## config.mk

```make
export PLATFORM = sky130hd
export DESIGN_NAME = ps2_scan_fifo
export DESIGN_NICKNAME = d
export VERILOG_FILES = /design/src/rtl/ps2_scan_fifo.sv
export SDC_FILE = /design/constraint.sdc
export NUM_CORES = 1
export LEC_CHECK = 0
export CORE_ASPECT_RATIO = 0.7
export CORE_MARGIN = 4
export CORE_UTILIZATION = 60
export CTS_BUF_LIST = sky130_fd_sc_hd__clkbuf_4
export DETAILED_ROUTE_END_ITERATION = 8
export PLACE_DENSITY = 0.79
export SETUP_SLACK_MARGIN = 0.02
export SLEW_MARGIN = 20
export SYNTH_ARGS = -nofsm -noshare
export SYNTH_HDL_FRONTEND = slang
export SYNTH_SLANG_ARGS = --single-unit
export TNS_END_PERCENT = 50
```

## constraint.sdc

```tcl
create_clock -name clk -period 7.3 [get_ports clk]
set_clock_uncertainty 0.05 [all_clocks]
set_input_delay 1.095 -clock clk [delete_from_list [all_inputs] [get_ports clk]]
set_output_delay 1.095 -clock clk [all_outputs]
set_load 0.005 [all_outputs]
```

## src/rtl/ps2_scan_fifo.sv

```systemverilog
// PS/2 keyboard receiver feeding a first-word-fall-through scan-code FIFO.
// Latency: raw clock fall to bit sample is 2 + FILTER cycles; a good byte is visible one cycle after its stop-bit sample.
// Backpressure: none towards the keyboard; a good byte arriving while full is dropped and flagged in overflow.
//
// Ports:
//   clk, rst            system clock, synchronous active-high reset
//   ps2_clk, ps2_data   raw asynchronous PS/2 pins (treated as data, never driven)
//   rd                  one-cycle pop strobe; ignored when empty
//   clr                 clears the sticky overflow and frame_err flags
//   dout, empty, count  registered FIFO head (0 when empty), empty flag, fill level
//   overflow, frame_err sticky error flags
//   status              {empty, overflow, frame_err, 5'b0, dout} for direct readback
module ps2_scan_fifo #(
  parameter int DEPTH   = 16,
  parameter int FILTER  = 8,
  parameter int TIMEOUT = 200000
) (
  input  logic                     clk,
  input  logic                     rst,
  input  logic                     ps2_clk,
  input  logic                     ps2_data,
  input  logic                     rd,
  input  logic                     clr,
  output logic [7:0]               dout,
  output logic                     empty,
  output logic [$clog2(DEPTH):0]   count,
  output logic                     overflow,
  output logic                     frame_err,
  output logic [15:0]              status
);

  localparam int AW = $clog2(DEPTH);
  localparam int CW = AW + 1;
  localparam int FW = $clog2(FILTER + 1);
  localparam int TW = $clog2(TIMEOUT + 1);

  typedef enum logic [1:0] {S_IDLE, S_DATA, S_PARITY, S_STOP} state_t;

  // ---------------- synchroniser and glitch filter ----------------
  logic          clk_s1, clk_s2, data_s1, data_s2;
  logic          fclk, fclk_prev;
  logic [FW-1:0] filt_cnt;
  logic          fall;
  logic          bit_in;

  // Sync flops reset to the idle-high line level so reset never creates an edge.
  always_ff @(posedge clk) begin
    if (rst) begin
      clk_s1  <= 1'b1;
      clk_s2  <= 1'b1;
      data_s1 <= 1'b1;
      data_s2 <= 1'b1;
    end else begin
      clk_s1  <= ps2_clk;
      clk_s2  <= clk_s1;
      data_s1 <= ps2_data;
      data_s2 <= data_s1;
    end
  end

  // fclk only follows after FILTER consecutive disagreeing samples.
  always_ff @(posedge clk) begin
    if (rst) begin
      fclk      <= 1'b1;
      fclk_prev <= 1'b1;
      filt_cnt  <= '0;
    end else begin
      fclk_prev <= fclk;
      if (clk_s2 == fclk) begin
        filt_cnt <= '0;
      end else if (filt_cnt == FW'(FILTER - 1)) begin
        fclk     <= clk_s2;
        filt_cnt <= '0;
      end else begin
        filt_cnt <= filt_cnt + FW'(1);
      end
    end
  end

  assign fall   = fclk_prev & ~fclk;
  assign bit_in = data_s2;

  // ---------------- frame FSM ----------------
  state_t        state_q, state_d;
  logic [2:0]    bit_idx;
  logic [7:0]    shreg;
  logic          par_ok;
  logic [TW-1:0] idle_cnt;
  logic          timeout;
  logic          push_req;
  logic          err_set;

  // A fall in the same cycle as expiry counts as activity, not a timeout.
  assign timeout = (state_q != S_IDLE) && !fall && (idle_cnt == TW'(TIMEOUT));

  always_ff @(posedge clk) begin
    if (rst) state_q <= S_IDLE;
    else     state_q <= state_d;
  end

  always_comb begin
    state_d = state_q;
    if (timeout) begin
      state_d = S_IDLE;
    end else if (fall) begin
      case (state_q)
        S_IDLE:   if (!bit_in) state_d = S_DATA;
        S_DATA:   if (bit_idx == 3'd7) state_d = S_PARITY;
        S_PARITY: state_d = S_STOP;
        S_STOP:   state_d = S_IDLE;
        default:  state_d = S_IDLE;
      endcase
    end
  end

  always_comb begin
    push_req = 1'b0;
    err_set  = timeout;
    if (fall) begin
      if (state_q == S_IDLE && bit_in)
        err_set = 1'b1;
      if (state_q == S_STOP) begin
        push_req = bit_in & par_ok;
        err_set  = ~(bit_in & par_ok);
      end
    end
  end

  always_ff @(posedge clk) begin
    if (rst) begin
      bit_idx  <= '0;
      shreg    <= '0;
      par_ok   <= 1'b0;
      idle_cnt <= '0;
    end else begin
      if (state_q == S_IDLE || fall || timeout) idle_cnt <= '0;
      else                                      idle_cnt <= idle_cnt + TW'(1);
      if (fall) begin
        case (state_q)
          S_IDLE:   bit_idx <= '0;
          S_DATA: begin
            shreg   <= {bit_in, shreg[7:1]};  // LSB arrives first
            bit_idx <= bit_idx + 3'd1;
          end
          S_PARITY: par_ok <= ^{shreg, bit_in};  // odd parity over data + parity bit
          default:  ;
        endcase
      end
    end
  end

  // ---------------- FWFT FIFO ----------------
  logic [7:0]    mem [DEPTH];
  logic [AW-1:0] wr_ptr, rd_ptr, next_rd;
  logic [CW-1:0] count_q, next_cnt;
  logic [7:0]    dout_q, head_d;
  logic          full, pop, push_ok, ovf_set;

  assign full    = (count_q == CW'(DEPTH));
  assign empty   = (count_q == '0);
  assign pop     = rd & ~empty;
  assign push_ok = push_req & (~full | pop);  // a same-cycle pop frees the slot
  assign ovf_set = push_req & full & ~pop;
  assign next_rd = pop ? rd_ptr + AW'(1) : rd_ptr;

  always_comb begin
    next_cnt = count_q;
    if (push_ok && !pop)      next_cnt = count_q + CW'(1);
    else if (!push_ok && pop) next_cnt = count_q - CW'(1);
  end

  // The new head bypasses memory when it is the byte being written right now.
  always_comb begin
    if (next_cnt == '0)                   head_d = 8'h00;
    else if (push_ok && next_rd == wr_ptr) head_d = shreg;
    else                                   head_d = mem[next_rd];
  end

  always_ff @(posedge clk) begin
    if (push_ok) mem[wr_ptr] <= shreg;
  end

  always_ff @(posedge clk) begin
    if (rst) begin
      wr_ptr    <= '0;
      rd_ptr    <= '0;
      count_q   <= '0;
      dout_q    <= 8'h00;
      overflow  <= 1'b0;
      frame_err <= 1'b0;
    end else begin
      if (push_ok) wr_ptr <= wr_ptr + AW'(1);
      rd_ptr  <= next_rd;
      count_q <= next_cnt;
      dout_q  <= head_d;
      // Set has priority over clear.
      if (ovf_set)  overflow  <= 1'b1;
      else if (clr) overflow  <= 1'b0;
      if (err_set)  frame_err <= 1'b1;
      else if (clr) frame_err <= 1'b0;
    end
  end

  assign dout   = dout_q;
  assign count  = count_q;
  assign status = {empty, overflow, frame_err, 5'b0, dout_q};

endmodule

```

==> Implementation_results.wiki, run 1 <==
{| class="wikitable"
! Metric !! Value
|-
| Total number of nets in the final design || 743
|-
| Yosys reg bits || 193
|-
| RePlAce Congestion || 0.960
|-
| Cell count after placement || between 900 and 1000
|-
| Maximum clock insertion buffer count || 2
|-
| Number of vias after detailed routing || around 6000
|-
| H-tree level count || 4
|-
| Hold/Removal Path Class || reg -> reg
|-
| Growth of design area from synthesis to finish || 7.37%
|-
| Count of buffers added by post-CTS timing repair for setup || 0
|-
| Router iterations before antenna repair || 6
|-
| Setup-violating endpoint count in the final report || 0
|-
| Nature of the critical path endpoint || output port
|-
| Number of buffers inserted by hold repair at cts || 0
|-
| Post-synth top area share || 40.8%
|-
| Critical setup path kind || reg -> out
|-
| Via count of the first global-routing pass || 5925
|-
| Setup repair after global routing missed its margin || no
|-
| Die Height || 113 microns
|-
| Post-synthesis async set-or-reset flop share || 0%
|-
| Proportion of synthesized chip area in sequential cells || between 50 and 60%
|-
| Post-Syn Area || 0.00943 sq mm
|-
| Required time at the endpoint of the critical path || 6.15 ns
|-
| Aggregate negative setup slack || 0 ns
|-
| Ports || 38
|-
| Least-Margin Pin Slew || 1.13 ns
|-
| Number of antenna violations at the first check in global routing || 0
|-
| Count of maximum capacitance violations || 0
|-
| Final count of hold timing violations || 0
|-
| Number of standard cells in the final layout excluding fillers || 934
|-
| Die outline width || between 150 and 200 microns
|-
| Number of nets still failing antenna checks after routing || 0
|-
| Global route overflow || 0
|-
| Worst rel slew slack || approximately a quarter
|-
| Post-Synthesis Cells || 715
|-
| Starting density of the core || 61.0%
|-
| Register-to-register setup slack || 4.04 ns
|-
| Cell taking the most area after synthesis || sky130_fd_sc_hd__edfxtp_1
|-
| Type of origin of the critical path || register
|-
| Total CTS buffers || 17
|-
| Global-route wire length before repair || 32600 microns
|-
| Drt via density || 6.50
|-
| Global Route Usage Sum || between 20 and 25%
|-
| Min Tclk post-route || between 3 and 4 ns
|-
| Highest clock rate || 272 MHz
|-
| Power per cell area || 268 mW/mm^2
|-
| Insertion delay to the later sink of the worst-skew pair || 0.60 ns
|-
| Resized Gates After CTS || 0
|-
| Number of inserted diodes || 0
|-
| Utilization of the core after routing || 65.5%
|-
| Die footprint || 0.0178 sq mm
|-
| Clock slew at reported path FFs || roughly 0.17 ns
|-
| Max VDD drop || 197 uV
|-
| Most area-consuming cells after synthesis || sky130_fd_sc_hd__edfxtp_1 41%, sky130_fd_sc_hd__mux4_2 15%, sky130_fd_sc_hd__dfxtp_1 14%
|-
| Dominant synthesized flop cell || sky130_fd_sc_hd__edfxtp_1
|-
| Floorplan row count || 38
|-
| Avg Synthesized Cell Area || 13.2 sq um
|-
| Core region area || 0.0155 sq mm
|-
| Area of placed instances || 0.00975 sq mm
|-
| Critical path fanouts, max || 10
|-
| Arrival time reported for the critical path endpoint || 2.54 ns
|-
| Number of max-slew violations in the final report || 0
|-
| DR iter-0 viols || between 500 and 600
|-
| Final period utilization || 50.4%
|-
| Clock tree from TritonCTS || built
|-
| # port buffers || 32
|-
| Slowest stage cell on the critical path || sky130_fd_sc_hd__or4b_4
|-
| Pin count of the biggest net entering global routing || 73
|-
| Warnings from Yosys || 0
|-
| Ordered list of cells on the worst path || inv_1, ha_1, or4b_4, clkinv_8, clkdlybuf4s50_1
|-
| Post-route design area || 0.0101 sq mm
|-
| Detailed-route wire length per cell || 22.4 microns
|-
| Number of clock sinks seen by CTS || around 190
|-
| Routed WL || 20900 microns
|-
| Root Buffer Master || sky130_fd_sc_hd__clkbuf_4
|-
| Number of enable flip-flop cells after synthesis || 128
|-
| Outcome || completed
|-
| Post-route DRC violation count || 0
|-
| LEAKAGE || 3.26 nW
|-
| Fraction of final layout cells sized beyond drive strength 1 || 17.6%
|-
| Number of distinct library cells after synthesis || 63
|-
| Largest stage delay, worst path || 0.57 ns
|-
| Detailed placement HPWL || 14000 microns
|}
-- Yosys cell counts (2+ instances only) --
cell type,count
sky130_fd_sc_hd__buf_4,18
sky130_fd_sc_hd__nor2_1,62
sky130_fd_sc_hd__o211ai_1,8
sky130_fd_sc_hd__mux4_2,64
sky130_fd_sc_hd__and3_1,3
sky130_fd_sc_hd__a22oi_1,2
sky130_fd_sc_hd__and4_1,2
sky130_fd_sc_hd__buf_2,16
sky130_fd_sc_hd__nand4b_1,2
sky130_fd_sc_hd__inv_1,34
sky130_fd_sc_hd__a221oi_1,9
sky130_fd_sc_hd__nand2b_1,6
sky130_fd_sc_hd__dfxtp_1,65
sky130_fd_sc_hd__or4_1,2
sky130_fd_sc_hd__mux2i_1,11
sky130_fd_sc_hd__nor4b_1,2
sky130_fd_sc_hd__nand4_1,6
sky130_fd_sc_hd__nand3b_1,2
sky130_fd_sc_hd__nor4_1,3
sky130_fd_sc_hd__nor3_1,12
sky130_fd_sc_hd__a21oi_1,27
sky130_fd_sc_hd__a211oi_1,3
sky130_fd_sc_hd__edfxtp_1,128
sky130_fd_sc_hd__mux2_2,3
sky130_fd_sc_hd__nor2b_1,2
sky130_fd_sc_hd__or2_2,6
sky130_fd_sc_hd__xnor2_1,22
sky130_fd_sc_hd__o31ai_1,2
sky130_fd_sc_hd__nand2_1,69
sky130_fd_sc_hd__o21ai_0,15
sky130_fd_sc_hd__ha_1,16
sky130_fd_sc_hd__buf_6,2
sky130_fd_sc_hd__xor2_1,17
sky130_fd_sc_hd__nand3_1,15
sky130_fd_sc_hd__and2_1,5
sky130_fd_sc_hd__nor3b_1,3
sky130_fd_sc_hd__o221ai_1,7
sky130_fd_sc_hd__clkbuf_1,18
sky130_fd_sc_hd__xnor3_1,2
-- layout by cell type (no fill, tap or decap), types with 3 or more instances in the layout --
master and instances:
sky130_fd_sc_hd__nand2b_1 6, sky130_fd_sc_hd__a211oi_1 3, sky130_fd_sc_hd__edfxtp_1 128, sky130_fd_sc_hd__and3_1 3
sky130_fd_sc_hd__nor3_2 4, sky130_fd_sc_hd__clkbuf_4 17, sky130_fd_sc_hd__inv_1 34, sky130_fd_sc_hd__o21ai_0 15
sky130_fd_sc_hd__o221ai_1 7, sky130_fd_sc_hd__nand2_1 69, sky130_fd_sc_hd__a21oi_1 27, sky130_fd_sc_hd__bufinv_16 3
sky130_fd_sc_hd__mux2_2 3, sky130_fd_sc_hd__or2_2 6, sky130_fd_sc_hd__nor3b_1 3, sky130_fd_sc_hd__nand3_1 15
sky130_fd_sc_hd__nor2_1 62, sky130_fd_sc_hd__mux4_2 64, sky130_fd_sc_hd__buf_4 4, sky130_fd_sc_hd__clkdlybuf4s50_1 32
sky130_fd_sc_hd__mux2i_1 11, sky130_fd_sc_hd__nor3_1 9, sky130_fd_sc_hd__xnor2_1 22, sky130_fd_sc_hd__clkinv_8 5
sky130_fd_sc_hd__a221oi_1 9, sky130_fd_sc_hd__conb_1 5, sky130_fd_sc_hd__ha_1 16, sky130_fd_sc_hd__and2_1 5
sky130_fd_sc_hd__o211ai_1 8, sky130_fd_sc_hd__dfxtp_1 63, sky130_fd_sc_hd__nand4_1 6, sky130_fd_sc_hd__xor2_1 17
sky130_fd_sc_hd__inv_6 3, sky130_fd_sc_hd__nor4_1 3
-- through the flow --
stage                     hold slack [ns]  setup slack (ns)  power [mW]
after detailed placement            0.357              2.92        2.07
after global routing                0.414              3.51        2.83
after floorplan                     0.339              4.26        1.85
final                               0.393              3.62        2.71
after global placement              0.343              3.05        2.05
after CTS                           0.397              3.58        2.72
-- critical path: cells and delay by family (launching register included) --
family                   cells  cell delay (ns)
flip-flops                   1             0.41
adder cells (fa/ha/maj)      1             0.24
buffers and inverters        3             0.72
AND/OR/NAND/NOR              1             0.57
-- report_power, final --
group | total, mW | internal (mW) | switching [mW]
clock network | 0.657 | 0.255 | 0.403
registers | 1.23 | 1.18 | 0.0491
logic | 0.823 | 0.410 | 0.413
-- flip-flops by register name, indices dropped and copies added (netlist names), 2 cells and up --
signal,count
filt_cnt,4
wr_ptr,4
state_q,2
mem,128
bit_idx,3
dout,8
shreg,8
idle_cnt,18
count,5
rd_ptr,4
-- per-layer routing --
metal	track usage, %	wire, microns	vias up
li1	-	-	2679
met1	35.2	8690	3024
met2	35.7	9380	322
met3	6.73	2270	46
met4	9.05	562	0
met5	0	0	-
-- path summary, 6_finish.rpt --
path	from	end	depth (start not counted)
worst max-delay path	count[0]$_SDFF_PP0_	empty	5
worst min-delay path	data_s1$_SDFF_PP1_	bit_in$_SDFF_PP1_	1
worst max register to register	count[0]$_SDFF_PP0_	dout[7]$_SDFF_PP0_	9
worst min register to register	data_s1$_SDFF_PP1_	bit_in$_SDFF_PP1_	1
-- cell families after synthesis --
| logic type | after synthesis | share of synthesized area (%) |
|---|---|---|
| compound gates | 83 | 6.27 |
| xor+xnor | 41 | 4.10 |
| fa+ha+maj | 16 | 2.12 |
| buf+inv | 89 | 4.77 |
| flops | 193 | 54.6 |
| mux | 78 | 16.8 |
| other cells | 1 | 0.0398 |
| simple gates | 214 | 11.3 |
-- area by class of cell --
type                       instances  area (sq um)
inverter                          35           144
timing repair buffer              37           362
clock buffer                      17           128
sequential                       193          5150
fill                            1067          5330
clock inverter                    15           225
multi-input combinational        437          3860
tap                              200           250
Power figures use the tool's default switching activity.
==> inputs of run 2 (changes only) <==
Settings changed: CORE_UTILIZATION 60 to 57, PLACE_DENSITY 0.79 to 0.78.
Clock period 7.3 ns to 3.1 ns, I/O delays scaled along.
==> run 2 against run 1 <==
First-iteration DRC count is 29% higher. Combinational power is 140% higher. Worst setup slack worse by 3.4 ns. Via count is 0.23% lower. Count of clock-buffer cells in the layout stayed put. Register-to-register slack worse by 3.8 ns. Highest routed layer unchanged.
==> Implementation_results.wiki, run 2 (synthesis gave the netlist of run 1 again) <==
{| class="wikitable"
! Metric !! Value
|-
| Met3 WL post-DR || 2300 microns (+1.3%)
|-
| Total CTS buffers || 17 (unchanged)
|-
| Number of vias after detailed routing || 6057 (-0.23%)
|-
| Number of antenna violations at the first check in global routing || 1 (+1)
|-
| Routed WL || 21200 microns (+1.5%)
|-
| Setup WS pre-CTS || 0.246 ns (-2.67 ns)
|-
| Number of nets still failing antenna checks after routing || 0 (unchanged)
|-
| DR iter-0 viols || 766 (+29%)
|-
| Post-route DRC violation count || 0 (unchanged)
|-
| Register-to-Register Path Depth || 10 (+1)
|-
| Die Height || 116 microns (+2.4%)
|-
| Worst setup path startpoint || count[0]$_SDFF_PP0_
|-
| Hold/Removal Path Class || reg -> reg
|-
| RePlAce Congestion || 0.896 (-6.6%)
|-
| Nature of the critical path endpoint || output port
|-
| Largest register by flop count || mem
|-
| Crit path capture || status[15]
|-
| Growth of design area from synthesis to finish || 9.97%
|-
| Worst setup slack after layout || 0.169 ns (-3.45 ns)
|-
| Largest regs || mem: 128 flops, idle_cnt: 18 flops
|-
| DR WL met2 || 9550 microns (+1.9%)
|-
| Insertion delay to the later sink of the worst-skew pair || 0.58 ns (-0.02 ns)
|-
| Required time at the endpoint of the critical path || 2.58 ns (-3.57 ns)
|-
| Detailed placement HPWL || 14800 microns (+5.4%)
|-
| Total number of nets in the final design || 779 (+4.8%)
|-
| Floorplan row count || 39 (+2.6%)
|-
| Power per cell area || 607 mW/mm^2 (+130%)
|-
| Arrival time reported for the critical path endpoint || 2.42 ns (-0.12 ns)
|-
| Maximum clock insertion buffer count || 2 (unchanged)
|-
| Least-Margin Pin Slew || 0.913 ns (-0.213 ns)
|-
| Most common library cell in the layout ignoring fill and taps || sky130_fd_sc_hd__edfxtp_1
|-
| LEAKAGE || 3.42 nW (+5.0%)
|-
| Ordered list of cells on the worst path || inv_1, ha_2, or4b_4, clkinv_8, clkdlybuf4s50_1
|-
| H-tree level count || 4 (unchanged)
|-
| Root Buffer Master || sky130_fd_sc_hd__clkbuf_4
|-
| Endpoint of the worst register-to-register path || dout[5]$_SDFF_PP0_
|-
| Aggregate negative setup slack || 0 ns (unchanged)
|-
| Largest stage delay, worst path || 0.54 ns (-0.03 ns)
|-
| Global route overflow || 0 (unchanged)
|-
| Number of clock sinks seen by CTS || 193 (unchanged)
|-
| Highest clock rate || between 300 and 400 MHz
|-
| Top library cells by usage in the layout, fill and taps aside || 128 x sky130_fd_sc_hd__edfxtp_1, 69 x sky130_fd_sc_hd__nand2_1, 64 x sky130_fd_sc_hd__mux4_2
|-
| Detailed-route wire length per cell || 21.3 microns (-4.9%)
|-
| Count of maximum capacitance violations || 0 (unchanged)
|-
| Outcome || completed
|-
| Router iterations before antenna repair || 5 (-1)
|-
| Via count of the first global-routing pass || 6073 (+2.5%)
|-
| Final period utilization || 94.5%
|-
| Clock slew at reported path FFs || 0.16 ns (about the same)
|-
| # port buffers || 32 (unchanged)
|-
| Global Route Usage Sum || 24.0% (-0.37 points)
|-
| Register-to-register setup slack || 0.26 ns (-3.78 ns)
|-
| Setup repair after global routing missed its margin || no
|-
| Die outline width || 162 microns (+2.5%)
|-
| Global-route wire length before repair || 33800 microns (+3.6%)
|-
| Setup-violating endpoint count in the final report || 0 (unchanged)
|-
| Highest layer used for signal routing || met4
|-
| Startpoint of the worst register-to-register path || count[0]$_SDFF_PP0_
|-
| Worst rel slew slack || 39.1% (+14 points)
|-
| Pin count of the biggest net entering global routing || 27 (-63%)
|-
| Slowest stage cell on the critical path || sky130_fd_sc_hd__or4b_4
|-
| Fraction of final layout cells sized beyond drive strength 1 || 21.3% (+3.7 points)
|-
| Max VDD drop || 363 uV (+85%)
|-
| Core region area || 0.0162 sq mm (+5.2%)
|-
| Ports || 38 (unchanged)
|-
| Critical setup path kind || reg -> out
|-
| Drt via density || 6.08 (-6.4%)
|-
| Min Tclk post-route || 2.93 ns
|-
| Number of flip-flops under the largest register name || 128 (unchanged)
|-
| Die footprint || 0.0187 sq mm (+4.9%)
|-
| Number of max-slew violations in the final report || 0 (unchanged)
|-
| DRT met1 WL || 8970 microns (+3.2%)
|-
| Final count of hold timing violations || 0 (unchanged)
|-
| Starting density of the core || 58.0% (-3.0 points)
|-
| Clock tree from TritonCTS || built
|-
| Critical path fanouts, max || 10 (unchanged)
|-
| Type of origin of the critical path || register
|}
run 2: cell types whose count changed in the layout (fill, tap and decap cells not counted), sizes merged:
cell / delta
clkinv: +2
buf: +36
clkinvlp: -1
diode: +1
bufinv: -1
run 2: cell type report:
| cell class | instances | area (sq um) |
|---|---|---|
| Timing Repair Buffer | 73 | 628 |
| Clock inverter | 15 | 180 |
| Inverter | 35 | 144 |
| Clock buffer | 17 | 128 |
| Tap cell | 225 | 282 |
| Fill cell | 1165 | 5880 |
| Sequential cell | 193 | 5150 |
| Antenna cell | 1 | 2.50 |
| Multi-Input combinational cell | 437 | 3850 |
run 2: power by group:
group          switching [mW]  internal, mW
registers               0.132          2.79
logic                   0.932          1.02
clock network           0.910         0.506
total                    1.97          4.32
run 2: timing repair:
item | CTS | global route
hold buffers | 0 | 0
hold endpoints to repair | 0 | 0
buffers inserted | 0 | 1
gates resized for setup | 0 | 3
setup endpoints to repair | 0 | 9
run 2: how the worst min path moves through the flow:
stage | from | end | slack [ns] | depth (start not counted)
2_1_floorplan | data_s1$_SDFF_PP1_ | bit_in$_SDFF_PP1_ | 0.34 | 1
3_3_place_gp | data_s1$_SDFF_PP1_ | bit_in$_SDFF_PP1_ | 0.35 | 1
3_5_place_dp | data_s1$_SDFF_PP1_ | bit_in$_SDFF_PP1_ | 0.35 | 1
4_1_cts | ps2_clk | clk_s1$_SDFF_PP1_ | 0.34 | 2
5_1_grt | ps2_clk | clk_s1$_SDFF_PP1_ | 0.33 | 2
6_report | data_s1$_SDFF_PP1_ | bit_in$_SDFF_PP1_ | 0.38 | 1
run 2: per-layer routing:
metal	track usage (%)	up-vias
met3	7.47	32
met5	0	-
met4	6.65	0
li1	-	2752
met1	34.6	2994
met2	35.8	279
run 2: worst max-delay path, delay by kind of cell (launching register included):
| family | cells | cell delay, ns |
|---|---|---|
| flip-flops | 1 | 0.39 |
| AND/OR/NAND/NOR | 1 | 0.54 |
| adder cells (fa/ha/maj) | 1 | 0.21 |
| buffers and inverters | 3 | 0.70 |
run 2: stage by stage:
step | power [mW] | utilization (%) | cells | cell area [sq um] | hold slack, ns
final | 6.29 | 63.8 | 996 | 10400 | 0.378
after CTS | 6.30 | 63.7 | 994 | 10300 | 0.336
after floorplan | 4.36 | - | 719 | 9440 | 0.339
after global routing | 6.61 | 63.8 | 996 | 10400 | 0.330
after detailed placement | 4.89 | 61.8 | 962 | 10000 | 0.345
after global placement | 4.87 | 61.8 | 962 | 10000 | 0.345
==> inputs of run 3 (changes only) <==
Settings changed: SETUP_SLACK_MARGIN 0.02 to default.
==> run 3 against run 2 <==
Sequential share of layout area about the same. Core utilization about the same. Final cell count unchanged. Total power about the same. Combinational power about the same. Worst hold slack about the same. Global-route usage unchanged. Sequential power about the same. Register-to-register slack worse by 0.02 ns. Routed wire length up 0.11%. Critical path type unchanged.
==> Implementation_results.wiki, run 3 (synthesis gave the netlist of run 1 again) <==
{| class="wikitable"
! Metric !! Value
|-
| Critical path fanouts, max || 10 (unchanged)
|-
| Insertion delay to the later sink of the worst-skew pair || 0.58 ns (about the same)
|-
| Largest regs || mem: 128 flops, idle_cnt: 18 flops
|-
| Final period utilization || 95.7% (+1.1 points)
|-
| Root Buffer Master || sky130_fd_sc_hd__clkbuf_4
|-
| Most common library cell in the layout ignoring fill and taps || sky130_fd_sc_hd__edfxtp_1
|-
| Core region area || 0.0162 sq mm (unchanged)
|-
| Final-layout fill cell count || 1165 (unchanged)
|-
| Number of buffers inserted by hold repair at cts || 0 (unchanged)
|-
| Routed WL || 21200 microns (+0.11%)
|-
| Type of origin of the critical path || register
|-
| Outcome || completed
|-
| Setup repair after global routing missed its margin || no
|-
| Number of flip-flops under the largest register name || 128 (unchanged)
|-
| Aggregate negative setup slack || 0 ns (unchanged)
|-
| Number of max-slew violations in the final report || 0 (unchanged)
|-
| Die outline width || 162 microns (unchanged)
|-
| Number of nets still failing antenna checks after routing || 0 (unchanged)
|-
| Via count of the first global-routing pass || 6073 (unchanged)
|-
| Cell count after placement || 962 (unchanged)
|-
| Clock tree from TritonCTS || built
|-
| Number of vias after detailed routing || 6090 (+0.54%)
|-
| Nature of the critical path endpoint || output port
|-
| Required time at the endpoint of the critical path || 2.58 ns (about the same)
|-
| Router iterations before antenna repair || 5 (unchanged)
|-
| Power per cell area || 607 mW/mm^2 (about the same)
|-
| Drt via density || 6.11 (+0.54%)
|-
| DR iter-0 viols || 744 (-2.9%)
|-
| # port buffers || 32 (unchanged)
|-
| Global route overflow || 0 (unchanged)
|-
| RePlAce Congestion || 0.896 (unchanged)
|-
| Register-to-register setup slack || 0.24 ns (-0.02 ns)
|-
| Floorplan row count || 39 (unchanged)
|-
| Die Height || 116 microns (unchanged)
|-
| Ports || 38 (unchanged)
|-
| Number of clock sinks seen by CTS || 193 (unchanged)
|-
| Growth of design area from synthesis to finish || 9.94% (about the same)
|-
| Number of antenna violations at the first check in global routing || 1 (unchanged)
|-
| Critical setup path kind || reg -> out
|-
| Smallest hold slack || 0.378 ns (+0.0000370 ns)
|-
| Top library cells by usage in the layout, fill and taps aside || 128 x sky130_fd_sc_hd__edfxtp_1, 69 x sky130_fd_sc_hd__nand2_1, 64 x sky130_fd_sc_hd__mux4_2
|-
| Min Tclk post-route || 2.97 ns (+0.0346 ns)
|-
| Setup-violating endpoint count in the final report || 0 (unchanged)
|-
| Detailed placement HPWL || 14800 microns (unchanged)
|-
| H-tree level count || 4 (unchanged)
|-
| Largest register by flop count || mem
|-
| Max VDD drop || 364 uV (about the same)
|-
| LEAKAGE || 3.42 nW (about the same)
|-
| Maximum clock insertion buffer count || 2 (unchanged)
|-
| Final count of hold timing violations || 0 (unchanged)
|-
| Least-Margin Pin Slew || 0.948 ns (+0.0357 ns)
|-
| Global Route Usage Sum || 24.0% (unchanged)
|-
| Pin count of the biggest net entering global routing || 27 (unchanged)
|-
| Count of maximum capacitance violations || 0 (unchanged)
|-
| Arrival time reported for the critical path endpoint || 2.45 ns (+0.03 ns)
|-
| Clock slew at reported path FFs || 0.16 ns (about the same)
|-
| Post-route DRC violation count || 0 (unchanged)
|-
| Starting density of the core || 58.0% (unchanged)
|-
| Die footprint || 0.0187 sq mm (unchanged)
|-
| Number of standard cells in the final layout excluding fillers || 996 (unchanged)
|-
| Highest clock rate || 337 MHz (-1.2%)
|-
| Global-route wire length before repair || 33800 microns (unchanged)
|-
| Fraction of final layout cells sized beyond drive strength 1 || 21.2% (-0.13 points)
|-
| Worst rel slew slack || 36.7% (-2.4 points)
|-
| Total number of nets in the final design || 779 (unchanged)
|-
| Utilization of the core after routing || 63.8% (about the same)
|-
| Detailed-route wire length per cell || 21.3 microns (+0.11%)
|-
| Total CTS buffers || 17 (unchanged)
|-
| Hold/Removal Path Class || reg -> reg
|}
run 3: cell count changes in the layout (fill, tap and decap cells not counted):
cell	change
sky130_fd_sc_hd__ha_1	+1
sky130_fd_sc_hd__ha_2	-1
run 3: power by group:
group          internal (mW)  total [mW]  switching, mW  leakage, nW
logic                   1.02        1.95          0.931         1.54
registers               2.79        2.92          0.132         1.71
clock network          0.506        1.42          0.913        0.163
total                   4.32        6.29           1.98         3.42
run 3: path summary, 6_finish.rpt:
check / to / startpoint / cells past startpoint
max: status[15] / count[0]$_SDFF_PP0_ / 5
min: bit_in$_SDFF_PP1_ / data_s1$_SDFF_PP1_ / 1
max reg2reg: dout[2]$_SDFF_PP0_ / count[0]$_SDFF_PP0_ / 10
min reg2reg: bit_in$_SDFF_PP1_ / data_s1$_SDFF_PP1_ / 1
run 3: what timing repair did:
action / CTS / global route
gates resized for setup: 0 / 2
buffers inserted: 0 / 1
setup endpoints to repair: 0 / 8
run 3: critical path, stage by stage (launching register included):
cell	delay [ns]
sky130_fd_sc_hd__dfxtp_2	0.39
sky130_fd_sc_hd__inv_1	0.10
sky130_fd_sc_hd__ha_1	0.23
sky130_fd_sc_hd__or4b_4	0.56
sky130_fd_sc_hd__clkinv_8	0.10
sky130_fd_sc_hd__clkdlybuf4s50_1	0.50
run 3: metal layers:
| metal | global-route usage [%] | share of wire [%] |
|---|---|---|
| met5 | 0 | 0 |
| met3 | 7.47 | 9.7 |
| met1 | 34.6 | 43 |
| met4 | 6.65 | 1.4 |
| met2 | 35.8 | 46 |
run 3: cell type report:
type                       instances  area, sq um  area share [%]
sequential                       193         5150            49.7
multi-input combinational        437         3850            37.1
tap                              225          282            2.72
clock inverter                    15          180            1.74
antenna                            1         2.50          0.0241
clock buffer                      17          128            1.23
timing repair buffer              73          628            6.06
inverter                          35          144            1.39
run 3: metrics by stage:
step / total power [mW] / cell area (sq um) / setup WS, ns
after floorplan: 4.36 / 9440 / 0.496
after global placement: 4.87 / 10000 / 0.355
after detailed placement: 4.89 / 10000 / 0.246
after CTS: 6.30 / 10300 / 0.0481
after global routing: 6.61 / 10400 / 0.00645
final: 6.29 / 10400 / 0.135
